## src/rtl/booth_pkg.sv

```systemverilog
// Shared types and helpers for the radix-4 Booth multiplier pipeline.
package booth_pkg;

  localparam int BOOTH_PIPE_STAGES = 3;

  // Digit select: zero is all-clear; neg combines with one/two for -1A/-2A.
  typedef struct packed {
    logic neg;
    logic two;
    logic one;
  } booth_digit_t;

  function automatic int booth_digits(input int width);
    return (width + 2) / 2;
  endfunction

  function automatic booth_digit_t booth_encode(input logic [2:0] win);
    booth_digit_t d;
    d = '0;
    case (win)
      3'b001, 3'b010: d.one = 1'b1;
      3'b011:         d.two = 1'b1;
      3'b100:         begin d.two = 1'b1; d.neg = 1'b1; end
      3'b101, 3'b110: begin d.one = 1'b1; d.neg = 1'b1; end
      default:        d = '0;
    endcase
    return d;
  endfunction

endpackage

```

## src/rtl/booth_mul_pipe_if.sv

```systemverilog
// Operand/product handshake bundle for booth_mul_pipe.
interface booth_mul_pipe_if #(
  parameter int WIDTH = 8,
  parameter int TAG_W = 4
) ();
  logic               in_valid;
  logic               in_ready;
  logic [WIDTH-1:0]   in_a;
  logic [WIDTH-1:0]   in_b;
  logic               in_signed;
  logic [TAG_W-1:0]   in_tag;
  logic               out_valid;
  logic               out_ready;
  logic [2*WIDTH-1:0] out_prod;
  logic [TAG_W-1:0]   out_tag;

  modport master (
    output in_valid, in_a, in_b, in_signed, in_tag, out_ready,
    input  in_ready, out_valid, out_prod, out_tag
  );

  modport slave (
    input  in_valid, in_a, in_b, in_signed, in_tag, out_ready,
    output in_ready, out_valid, out_prod, out_tag
  );
endinterface

```

## src/rtl/booth_pp_gen.sv

```systemverilog
// One radix-4 Booth partial product: one's complement form plus negate bit.
module booth_pp_gen
  import booth_pkg::*;
#(
  parameter int WIDTH = 8
) (
  input  logic [2:0]         win,
  input  logic [WIDTH+1:0]   a_ext,
  output logic [2*WIDTH-1:0] pp,
  output logic               neg
);
  localparam int PW = 2 * WIDTH;
  localparam int EW = WIDTH + 2;

  booth_digit_t  dig;
  logic [PW-1:0] a_wide;

  always_comb begin
    dig    = booth_encode(win);
    a_wide = {{(PW-EW){a_ext[EW-1]}}, a_ext};
    pp     = '0;
    if (dig.two)      pp = a_wide << 1;
    else if (dig.one) pp = a_wide;
    // The +1 that completes the negation is folded into the reduction tree.
    if (dig.neg)      pp = ~pp;
    neg = dig.neg;
  end
endmodule

```

## src/rtl/booth_mul_pipe.sv

```systemverilog
// 3-stage radix-4 Booth multiplier: PP generation, carry-save reduction, final add.
module booth_mul_pipe
  import booth_pkg::*;
#(
  parameter int WIDTH = 8,
  parameter int TAG_W = 4
) (
  input logic              clk,
  input logic              rst_n,
  booth_mul_pipe_if.slave  bus
);
  localparam int EW = WIDTH + 2;
  localparam int PW = 2 * WIDTH;
  localparam int ND = booth_digits(WIDTH);
  localparam int ST = BOOTH_PIPE_STAGES;

  logic                   advance;
  logic [ST:1]            vld_pipe;
  logic [EW-1:0]          a_ext, b_ext;
  logic [EW:0]            b_win;
  logic [ND-1:0][PW-1:0]  pp, s1_pp;
  logic [ND-1:0]          neg, s1_neg;
  logic                   s1_signed;
  logic [TAG_W-1:0]       s1_tag, s2_tag, tag_q;
  logic [PW-1:0]          nvec, csa_sum, csa_carry, csa_x, csa_t;
  logic [PW-1:0]          s2_sum, s2_carry, prod_q;

  assign advance       = !(vld_pipe[ST] && !bus.out_ready);
  assign bus.in_ready  = advance;
  assign bus.out_valid = vld_pipe[ST];
  assign bus.out_prod  = prod_q;
  assign bus.out_tag   = tag_q;

  // Two extra bits let unsigned operands look like non-negative signed values.
  assign a_ext = {{2{bus.in_signed & bus.in_a[WIDTH-1]}}, bus.in_a};
  assign b_ext = {{2{bus.in_signed & bus.in_b[WIDTH-1]}}, bus.in_b};
  assign b_win = {b_ext, 1'b0};

  generate
    for (genvar g = 0; g < ND; g++) begin : g_pp
      booth_pp_gen #(.WIDTH(WIDTH)) u_pp (
        .win   (b_win[2*g+2 -: 3]),
        .a_ext (a_ext),
        .pp    (pp[g]),
        .neg   (neg[g])
      );
    end
  endgenerate

  always_ff @(posedge clk) begin
    if (!rst_n)       vld_pipe <= '0;
    else if (advance) vld_pipe <= {vld_pipe[ST-1:1], bus.in_valid};
  end

  always_ff @(posedge clk) begin
    if (advance) begin
      s1_pp     <= pp;
      s1_neg    <= neg;
      s1_signed <= bus.in_signed;
      s1_tag    <= bus.in_tag;
    end
  end

  // Signed operands sign-fill the top window, so its digit must be zero.
  always_ff @(posedge clk) begin
    if (rst_n && vld_pipe[1])
      assert (!s1_signed || (s1_pp[ND-1] == '0 && !s1_neg[ND-1]));
  end

  // Linear 3:2 compressor chain; negate bits ride in the initial carry vector.
  always_comb begin
    nvec      = '0;
    csa_x     = '0;
    csa_t     = '0;
    for (int i = 0; i < ND; i++) nvec[2*i] = s1_neg[i];
    csa_sum   = s1_pp[0];
    csa_carry = nvec;
    for (int i = 1; i < ND; i++) begin
      csa_x     = s1_pp[i] << (2 * i);
      csa_t     = csa_sum ^ csa_carry ^ csa_x;
      csa_carry = ((csa_sum & csa_carry) | (csa_sum & csa_x) | (csa_carry & csa_x)) << 1;
      csa_sum   = csa_t;
    end
  end

  always_ff @(posedge clk) begin
    if (advance) begin
      s2_sum   <= csa_sum;
      s2_carry <= csa_carry;
      s2_tag   <= s1_tag;
    end
  end

  // Output only loads on real products so bubbles leave the last result visible.
  always_ff @(posedge clk) begin
    if (!rst_n) begin
      prod_q <= '0;
      tag_q  <= '0;
    end else if (advance && vld_pipe[ST-1]) begin
      prod_q <= s2_sum + s2_carry;
      tag_q  <= s2_tag;
    end
  end
endmodule

```

## src/flat_wrapper.sv

```systemverilog
// flat-port wrapper written by rule: the top's interface ports become plain ports
module booth_mul_pipe_flat import booth_pkg::*;
#(
  parameter int WIDTH = 8,
  parameter int TAG_W = 4
)
  (clk, rst_n, bus_in_valid, bus_in_a, bus_in_b, bus_in_signed, bus_in_tag, bus_out_ready, bus_in_ready, bus_out_valid, bus_out_prod, bus_out_tag);
  booth_mul_pipe_if #(.WIDTH(WIDTH), .TAG_W(TAG_W)) bus_i ();
  input logic clk;
  input logic rst_n;
  input wire logic [$bits(bus_i.in_valid)-1:0] bus_in_valid;
  input wire logic [$bits(bus_i.in_a)-1:0] bus_in_a;
  input wire logic [$bits(bus_i.in_b)-1:0] bus_in_b;
  input wire logic [$bits(bus_i.in_signed)-1:0] bus_in_signed;
  input wire logic [$bits(bus_i.in_tag)-1:0] bus_in_tag;
  input wire logic [$bits(bus_i.out_ready)-1:0] bus_out_ready;
  output wire logic [$bits(bus_i.in_ready)-1:0] bus_in_ready;
  output wire logic [$bits(bus_i.out_valid)-1:0] bus_out_valid;
  output wire logic [$bits(bus_i.out_prod)-1:0] bus_out_prod;
  output wire logic [$bits(bus_i.out_tag)-1:0] bus_out_tag;
  assign bus_i.in_valid = bus_in_valid;
  assign bus_i.in_a = bus_in_a;
  assign bus_i.in_b = bus_in_b;
  assign bus_i.in_signed = bus_in_signed;
  assign bus_i.in_tag = bus_in_tag;
  assign bus_i.out_ready = bus_out_ready;
  assign bus_in_ready = bus_i.in_ready;
  assign bus_out_valid = bus_i.out_valid;
  assign bus_out_prod = bus_i.out_prod;
  assign bus_out_tag = bus_i.out_tag;
  booth_mul_pipe #(.WIDTH(WIDTH), .TAG_W(TAG_W)) u_core (.clk(clk), .rst_n(rst_n), .bus(bus_i));
endmodule
```

## config.mk

```make
export PLATFORM = sky130hd
export DESIGN_NAME = booth_mul_pipe_flat
export DESIGN_NICKNAME = d
export VERILOG_FILES = /design/src/rtl/booth_pkg.sv /design/src/rtl/booth_mul_pipe_if.sv /design/src/rtl/booth_pp_gen.sv /design/src/rtl/booth_mul_pipe.sv /design/src/flat_wrapper.sv
export SDC_FILE = /design/constraint.sdc
export NUM_CORES = 1
export LEC_CHECK = 0
export ABC_AREA = 1
export CAP_MARGIN = 20
export CORE_MARGIN = 2
export CORE_UTILIZATION = 50
export CTS_BUF_LIST = sky130_fd_sc_hd__clkbuf_4 sky130_fd_sc_hd__clkbuf_8
export DETAILED_ROUTE_END_ITERATION = 8
export PLACE_DENSITY = 0.79
export SKIP_LAST_GASP = 1
export SYNTH_ARGS = -nofsm -noshare
export SYNTH_HDL_FRONTEND = slang
export SYNTH_SLANG_ARGS = --single-unit
export TNS_END_PERCENT = 20
```

## constraint.sdc

```tcl
create_clock -name clk -period 2.59 [get_ports clk]
set_clock_uncertainty 0.15 [all_clocks]
set_input_delay 0.259 -clock clk [delete_from_list [all_inputs] [get_ports clk]]
set_output_delay 0.259 -clock clk [all_outputs]
set_load 0.05 [all_outputs]
```

After elaboration in Yosys (flattened, before gate mapping)
Cells that the tools add are included.
{ "classes": {"addsub": 1, "eq_ne": 27, "n_mux": 30, "n_bitwise": 35, "n_reduce_logical": 18} }
{ "ops": {"columns": ["op", "n"], "rows": [
  ["$and 15x15->15", 10],
  ["$or 15x15->15", 8],
  ["$xor 16x16->16", 7],
  ["$mux 16", 3],
  ["$mux 14", 3],
  ["$eq 3x3->1 const B", 12],
  ["$mux 12", 3],
  ["$mux 10", 3],
  ["$eq 3x2->1 const B", 8],
  ["$mux 8", 3],
  ["$add 16x16->16", 1],
  ["$not 16->16", 1],
  ["$reduce_or 4->1", 4],
  ["$xor 16x9->16", 1],
  ["$and 15x9->15", 1],
  ["$and 9x15->15", 1],
  ["$mux 1", 15],
  ["$not 14->14", 1],
  ["$eq 3x1->1 const B", 4],
  ["$not 12->12", 1],
  ["$reduce_or 2->1", 6],
  ["$reduce_or 3->1", 4],
  ["$not 10->10", 1],
  ["$not 8->8", 1],
  ["5 further kinds", 9]
]} }
{ "word_totals": {"register_bits": 127, "output_inout_bits": 22, "wordCells": 124} }

Longest topological paths before layout
{ "logic_depth": {"depth_word": 12, "mapped_depth": 11, "ltp_nobuf": 11} }

Cells and area by module
Synthesis repeated with hierarchy kept, for this count alone.
{ "hier_totals": {"hier_cells": 779, "hier_area_um2": 7289.5} }
{ "modules_own_cells": {"columns": ["mod", "instances", "cells_each", "area_each_um2"], "rows": [
  ["booth_mul_pipe", 1, 409, 5475.3],
  ["booth_pp_gen", 5, 74, 362.8]
]} }

Least setup slack after synthesis
No wires, ideal clock.
{ "synth_timing": {"kind": "reg-to-reg", "from": "reg u_core.vld_pipe[3] in the netlist's numbering", "to": "reg u_core.s1_pp (netlist bit u_core.csa_x[10]), enable pin", "t_arrival_ns": 2.680, "required_ns": 1.982, "path_slack_ns": -0.698, "stages_incl_launch_ff": 4, "path_buffers": 0, "period_less_slack_ns": 3.288, "path_cell_list": "dfxtp_1 inv_1 nor2_2 inv_1"} }
{ "synth_via": {"elab_chain_cells": 1} }
{ "synth_lines": {"columns": ["item", "line", "rtl"], "rows": [
  ["start, declared", "booth_mul_pipe.sv:18", "logic [ST:1] vld_pipe;"],
  ["start signal, assigned", "booth_mul_pipe.sv:52", "else if (advance) vld_pipe <= {vld_pipe[ST-1:1], bus.in_valid};"],
  ["$logic_and 1x1->1", "booth_mul_pipe.sv:28", "assign advance = !(vld_pipe[ST] && !bus.out_ready);"],
  ["end signal, assigned", "booth_mul_pipe.sv:57", "s1_pp <= pp;"],
  ["end, declared", "booth_mul_pipe.sv:21", "logic [ND-1:0][PW-1:0] pp, s1_pp;"]
]} }
Every way passes these cells.
A chain may end at the register's enable or synchronous reset.

Final worst setup path
{ "layout_timing": {"from": "reg u_core.s1_neg[4]", "to": "reg u_core.s2_sum[8] (data pin)"} }
{ "layout_via": {"elab_chain_cells": 8} }
{ "layout_lines": {"columns": ["item", "line", "rtl"], "rows": [
  ["start, declared", "booth_mul_pipe.sv:22", "logic [ND-1:0] neg, s1_neg;"],
  ["start signal, assigned", "booth_mul_pipe.sv:58", "s1_neg <= neg;"],
  ["$xor 16x9->16", "booth_mul_pipe.sv:80", "csa_t = csa_sum ^ csa_carry ^ csa_x;"],
  ["$xor 16x16->16 (7 in series)", "booth_mul_pipe.sv:80", null],
  ["named net u_core.csa_sum[8]", "booth_mul_pipe.sv:25", "logic [PW-1:0] nvec, csa_sum, csa_carry, csa_x, csa_t;"],
  ["end signal, assigned", "booth_mul_pipe.sv:88", "s2_sum <= csa_sum;"],
  ["end, declared", "booth_mul_pipe.sv:26", "logic [PW-1:0] s2_sum, s2_carry, prod_q;"]
]} }
The timed path passes the listed nets, and every way through them passes these cells.

==> results.sh <==
export IMPL_run_status="finished, violations left"
export IMPL_failed_checks="setup timing"
export IMPL_mux_share_of_post_synthesis_cell_area=0
export IMPL_drt_iter0_markers=253
export IMPL_maxCapViolations=0
export IMPL_gate_count_after_technology_mapping=524
export IMPL_timing_hold_worst_start="u_core.s1_tag[2]$_DFFE_PN_"
export IMPL_worstHoldPathType="reg -> reg"
export IMPL_power_internal_uw=3717
export IMPL_synth_seq_cells=111
export IMPL_setup_viol_count_final=8
export IMPL_crit_family="adder cells"
export IMPL_synth_distinct_cells=32
export IMPL_post_cts_setup_buffer_count=0
export IMPL_grt_use_total=0.1709
export IMPL_critical_path_top_cell_by_count="sky130_fd_sc_hd__fa_1"
export IMPL_synth_compound_area_share=0.07805
export IMPL_layout_cells_most_common="sky130_fd_sc_hd__edfxtp_1"
export IMPL_number_of_antenna_diodes=0
export IMPL_switching_power_uw=1944
export IMPL_synth_simple_gate_area_share=0.1187
export IMPL_crit_slowest_cell="sky130_fd_sc_hd__fa_1"
export IMPL_timing_critical_path_from_type="flip-flop"
export IMPL_grt_max_degree=25
export IMPL_cts_tree="yes"
export IMPL_drt_drc_violations_left=0
export IMPL_hold_viol_final=0
export IMPL_synthAdderAreaFrac=0.1587
export IMPL_synthesis_nets=606
export IMPL_cts_root_buf="sky130_fd_sc_hd__clkbuf_8"
export IMPL_rows=39
export IMPL_reg2regPathDepth=4
export IMPL_rrSetupSlack_ns=-0.20
export IMPL_setup_worst_path_end_class="flip-flop"
export IMPL_cts_resizes=0
export IMPL_post_cts_hold_buffer_count=0
export IMPL_cp_required_ns=2.54
export IMPL_routabilityCongestion=0.8268
export IMPL_drive_gt1_frac=0.08062
export IMPL_wl_per_cell_um=13.78
export IMPL_p_seq_frac=0.447
export IMPL_clk_latency_ns=0.37
export IMPL_timing_max_slew_rel_slack=0.2752
export IMPL_first_pass_grt_wire_length_mm=17.18
export IMPL_numClockSinks=111
export IMPL_cp_data_arrival_time_ns=2.74
export IMPL_reg2reg_to="u_core.s2_sum[8]$_DFFE_PN_"
export IMPL_place_detailed_hpwl_mm=7.659
export IMPL_finalWorstSetupSlack_ns=-0.1956
export IMPL_vias=3805
export IMPL_yosysSeqAreaShare=0.5332
export IMPL_synth_xor_xnor_area_share=0.05870
export IMPL_die_width_um=111.9
export IMPL_average_instance_area_after_synthesis_sq_um=11.11
export IMPL_postRouteWirelength_mm=10.00
export IMPL_drt_pass1_iterations=5
export IMPL_max_slew_worst_pin_slew_ns=1.083
export IMPL_mostFrequentLayoutCells="sky130_fd_sc_hd__edfxtp_1, sky130_fd_sc_hd__nand2_1, sky130_fd_sc_hd__nor2_1"
export IMPL_timing_worst_setup_path_type="reg -> reg"
export IMPL_r2r_start="u_core.s1_neg[4]$_DFFE_PN_"
export IMPL_core_area_sq_um=11370
export IMPL_post_route_min_period_ns=2.786
export IMPL_switching_share=0.3433
export IMPL_synth_top_family_by_area="adder cells"
export IMPL_p_leak_uw=0.002930
export IMPL_timing_fmax_mhz=359.0
export IMPL_relative_area_change_from_synthesis_to_final_layout_pct=15.20
export IMPL_slew_viol_final=0
export IMPL_count_of_buffers_from_port_buffering=46
export IMPL_initial_core_utilization=0.5118
export IMPL_p_comb_frac=0.366
export IMPL_numCtsBuffers=9
export IMPL_number_of_global_route_vias_before_repair=3734
export IMPL_critical_path_max_stage_delay_ns=0.56
export IMPL_grt_setup_unrepaired="true"
export IMPL_avgViaCountPerCell=5.241
export IMPL_ctsLongestPathBuffers=2
export IMPL_cp_buffers_inverters=0
export IMPL_syn_cell_area_sq_um=5819
export IMPL_overflow=0
export IMPL_whs_endpoint="u_core.s2_tag[2]$_DFFE_PN_"
export IMPL_critical_path_origin="u_core.s1_neg[4]$_DFFE_PN_"
export IMPL_irDropWorstVdd_mv=0.4458
export IMPL_number_of_nets_in_the_final_layout=660
export IMPL_die_height_um=111.9
export IMPL_post_route_ant_nets=0
export IMPL_hold_depth=0
export IMPL_floorplan_die_area_sq_um=12520
export IMPL_finalSetupTns_ns=-0.6091
export IMPL_ys_warnings_count=0
export IMPL_ioPinCount=47
export IMPL_worst_path_fanout_max=1
export IMPL_h_tree_level_count=3
export IMPL_pwr_density_cell_nw_per_um2=844.5
export IMPL_holdWs_ns=0.2807
export IMPL_final_period_utilization=1.076
export IMPL_grt_antenna_before_repair=0
export IMPL_power_frac_clock=0.187
export IMPL_path_cells="fa_1 > fa_1 > fa_1 > fa_1"
export IMPL_clkTransAtPathRegs_ns=0.11
## through the flow
stage                 util  setup slack, ns  total power (uW)  instance area, sq um  cells
floorplan                -          -0.1888              4087                  5832    524
global placement    0.5706         -0.07478              4508                  6487    709
detailed placement  0.5706          -0.1732              4631                  6487    709
CTS                 0.5886          -0.2124              5697                  6693    725
global route        0.5896          -0.2779              6112                  6704    726
finish              0.5896          -0.1956              5661                  6704    726
## power by group through the flow
| stage | Combinational, uW | Clock [uW] | Sequential, uW |
|---|---|---|---|
| after global routing | 2400 | 1140 | 2570 |
| after detailed placement | 2050 | 0 | 2580 |
| after global placement | 1940 | 0 | 2560 |
| after CTS | 2070 | 1090 | 2540 |
| after floorplan | 1450 | 0 | 2640 |
| final | 2070 | 1060 | 2530 |
## registers in the layout, summed over array words and instances, names as in the netlist
register             cells
u_core.bus.out_tag       4
u_core.s2_tag            4
u_core.vld_pipe          3
u_core.s1_tag            4
u_core.csa_x             8
u_core.s1_pp            40
u_core.s2_sum           16
u_core.bus.out_prod     16
u_core.s1_neg            5
u_core.s2_carry         11
## cells by family (layout without fill, tap and decap cells)
family | after synthesis | in the layout
XOR/XNOR | 39 | 39
flip-flops | 111 | 111
AND/OR/NAND/NOR | 165 | 165
adder cells (fa/ha/maj) | 57 | 57
other | 1 | 1
buffers and inverters | 74 | 133
AO/OA/AOI/OAI | 77 | 77
## synthesized netlist by cell type
cell,instances,share of area
sky130_fd_sc_hd__edfxtp_1,88,0.45
sky130_fd_sc_hd__nand2_1,67,0.043
sky130_fd_sc_hd__nor2_1,66,0.043
sky130_fd_sc_hd__inv_1,57,0.037
sky130_fd_sc_hd__xor2_1,32,0.048
sky130_fd_sc_hd__ha_1,29,0.062
sky130_fd_sc_hd__fa_1,28,0.096
sky130_fd_sc_hd__o21ai_0,27,0.023
sky130_fd_sc_hd__o22ai_1,24,0.026
sky130_fd_sc_hd__dfxtp_1,23,0.079
sky130_fd_sc_hd__nand3_1,17,0.015
sky130_fd_sc_hd__a21oi_1,15,0.013
sky130_fd_sc_hd__o211ai_1,7,0.0090
sky130_fd_sc_hd__xnor2_1,7,0.011
sky130_fd_sc_hd__buf_2,5,0.0043
sky130_fd_sc_hd__clkbuf_1,4,0.0026
sky130_fd_sc_hd__nor2_2,4,0.0043
sky130_fd_sc_hd__buf_4,3,0.0039
sky130_fd_sc_hd__inv_2,3,0.0019
sky130_fd_sc_hd__nand4_1,3,0.0032
sky130_fd_sc_hd__nand2_2,2,0.0021
sky130_fd_sc_hd__o21ai_2,2,0.0030
sky130_fd_sc_hd__or2_2,2,0.0021
sky130_fd_sc_hd__a21o_1,1,0.0013
sky130_fd_sc_hd__buf_6,1,0.0019
sky130_fd_sc_hd__clkinv_1,1,0.00064
sky130_fd_sc_hd__conb_1,1,0.00064
sky130_fd_sc_hd__nand2_4,1,0.0019
sky130_fd_sc_hd__nor2_4,1,0.0019
sky130_fd_sc_hd__o21ai_4,1,0.0028
sky130_fd_sc_hd__or2_1,1,0.0011
sky130_fd_sc_hd__or2_4,1,0.0015
## area by class of cell
cell class / count / area [sq um]
clock buffers: 10 / 131.4
multi-input cells: 339 / 2419
inverters: 61 / 232.7
well taps: 143 / 178.9
fillers: 937 / 4666
clock inverters: 6 / 73.82
repair buffers: 56 / 561.8
flip-flops and latches: 111 / 3107
## worst max-delay path by stage
stage | end | slack [ns] | cells after the start
after floorplan | u_core.csa_x[10]$_DFFE_PN_ | -0.19 | 3
after global placement | u_core.s2_sum[8]$_DFFE_PN_ | -0.07 | 4
after detailed placement | u_core.s2_sum[8]$_DFFE_PN_ | -0.17 | 4
after CTS | u_core.s2_sum[8]$_DFFE_PN_ | -0.21 | 4
after global routing | u_core.s2_sum[8]$_DFFE_PN_ | -0.28 | 4
final | u_core.s2_sum[8]$_DFFE_PN_ | -0.20 | 4
## routing by layer
metal	GRT usage	wire (um)	part of all wire	vias up
met4	0.04774	134	0.013	0
met5	0	0	0	-
met2	0.2937	4935	0.49	104
li1	-	-	-	1872
met3	0.03756	532	0.053	13
met1	0.2199	4398	0.44	1816
## worst register-to-register path: stages, from the launching register on
cell and delay, ns:
sky130_fd_sc_hd__edfxtp_1 0.41, sky130_fd_sc_hd__fa_1 0.56, sky130_fd_sc_hd__fa_1 0.44, sky130_fd_sc_hd__fa_1 0.54
sky130_fd_sc_hd__fa_1 0.42
No activity file was read; power rests on OpenSTA's default activity.
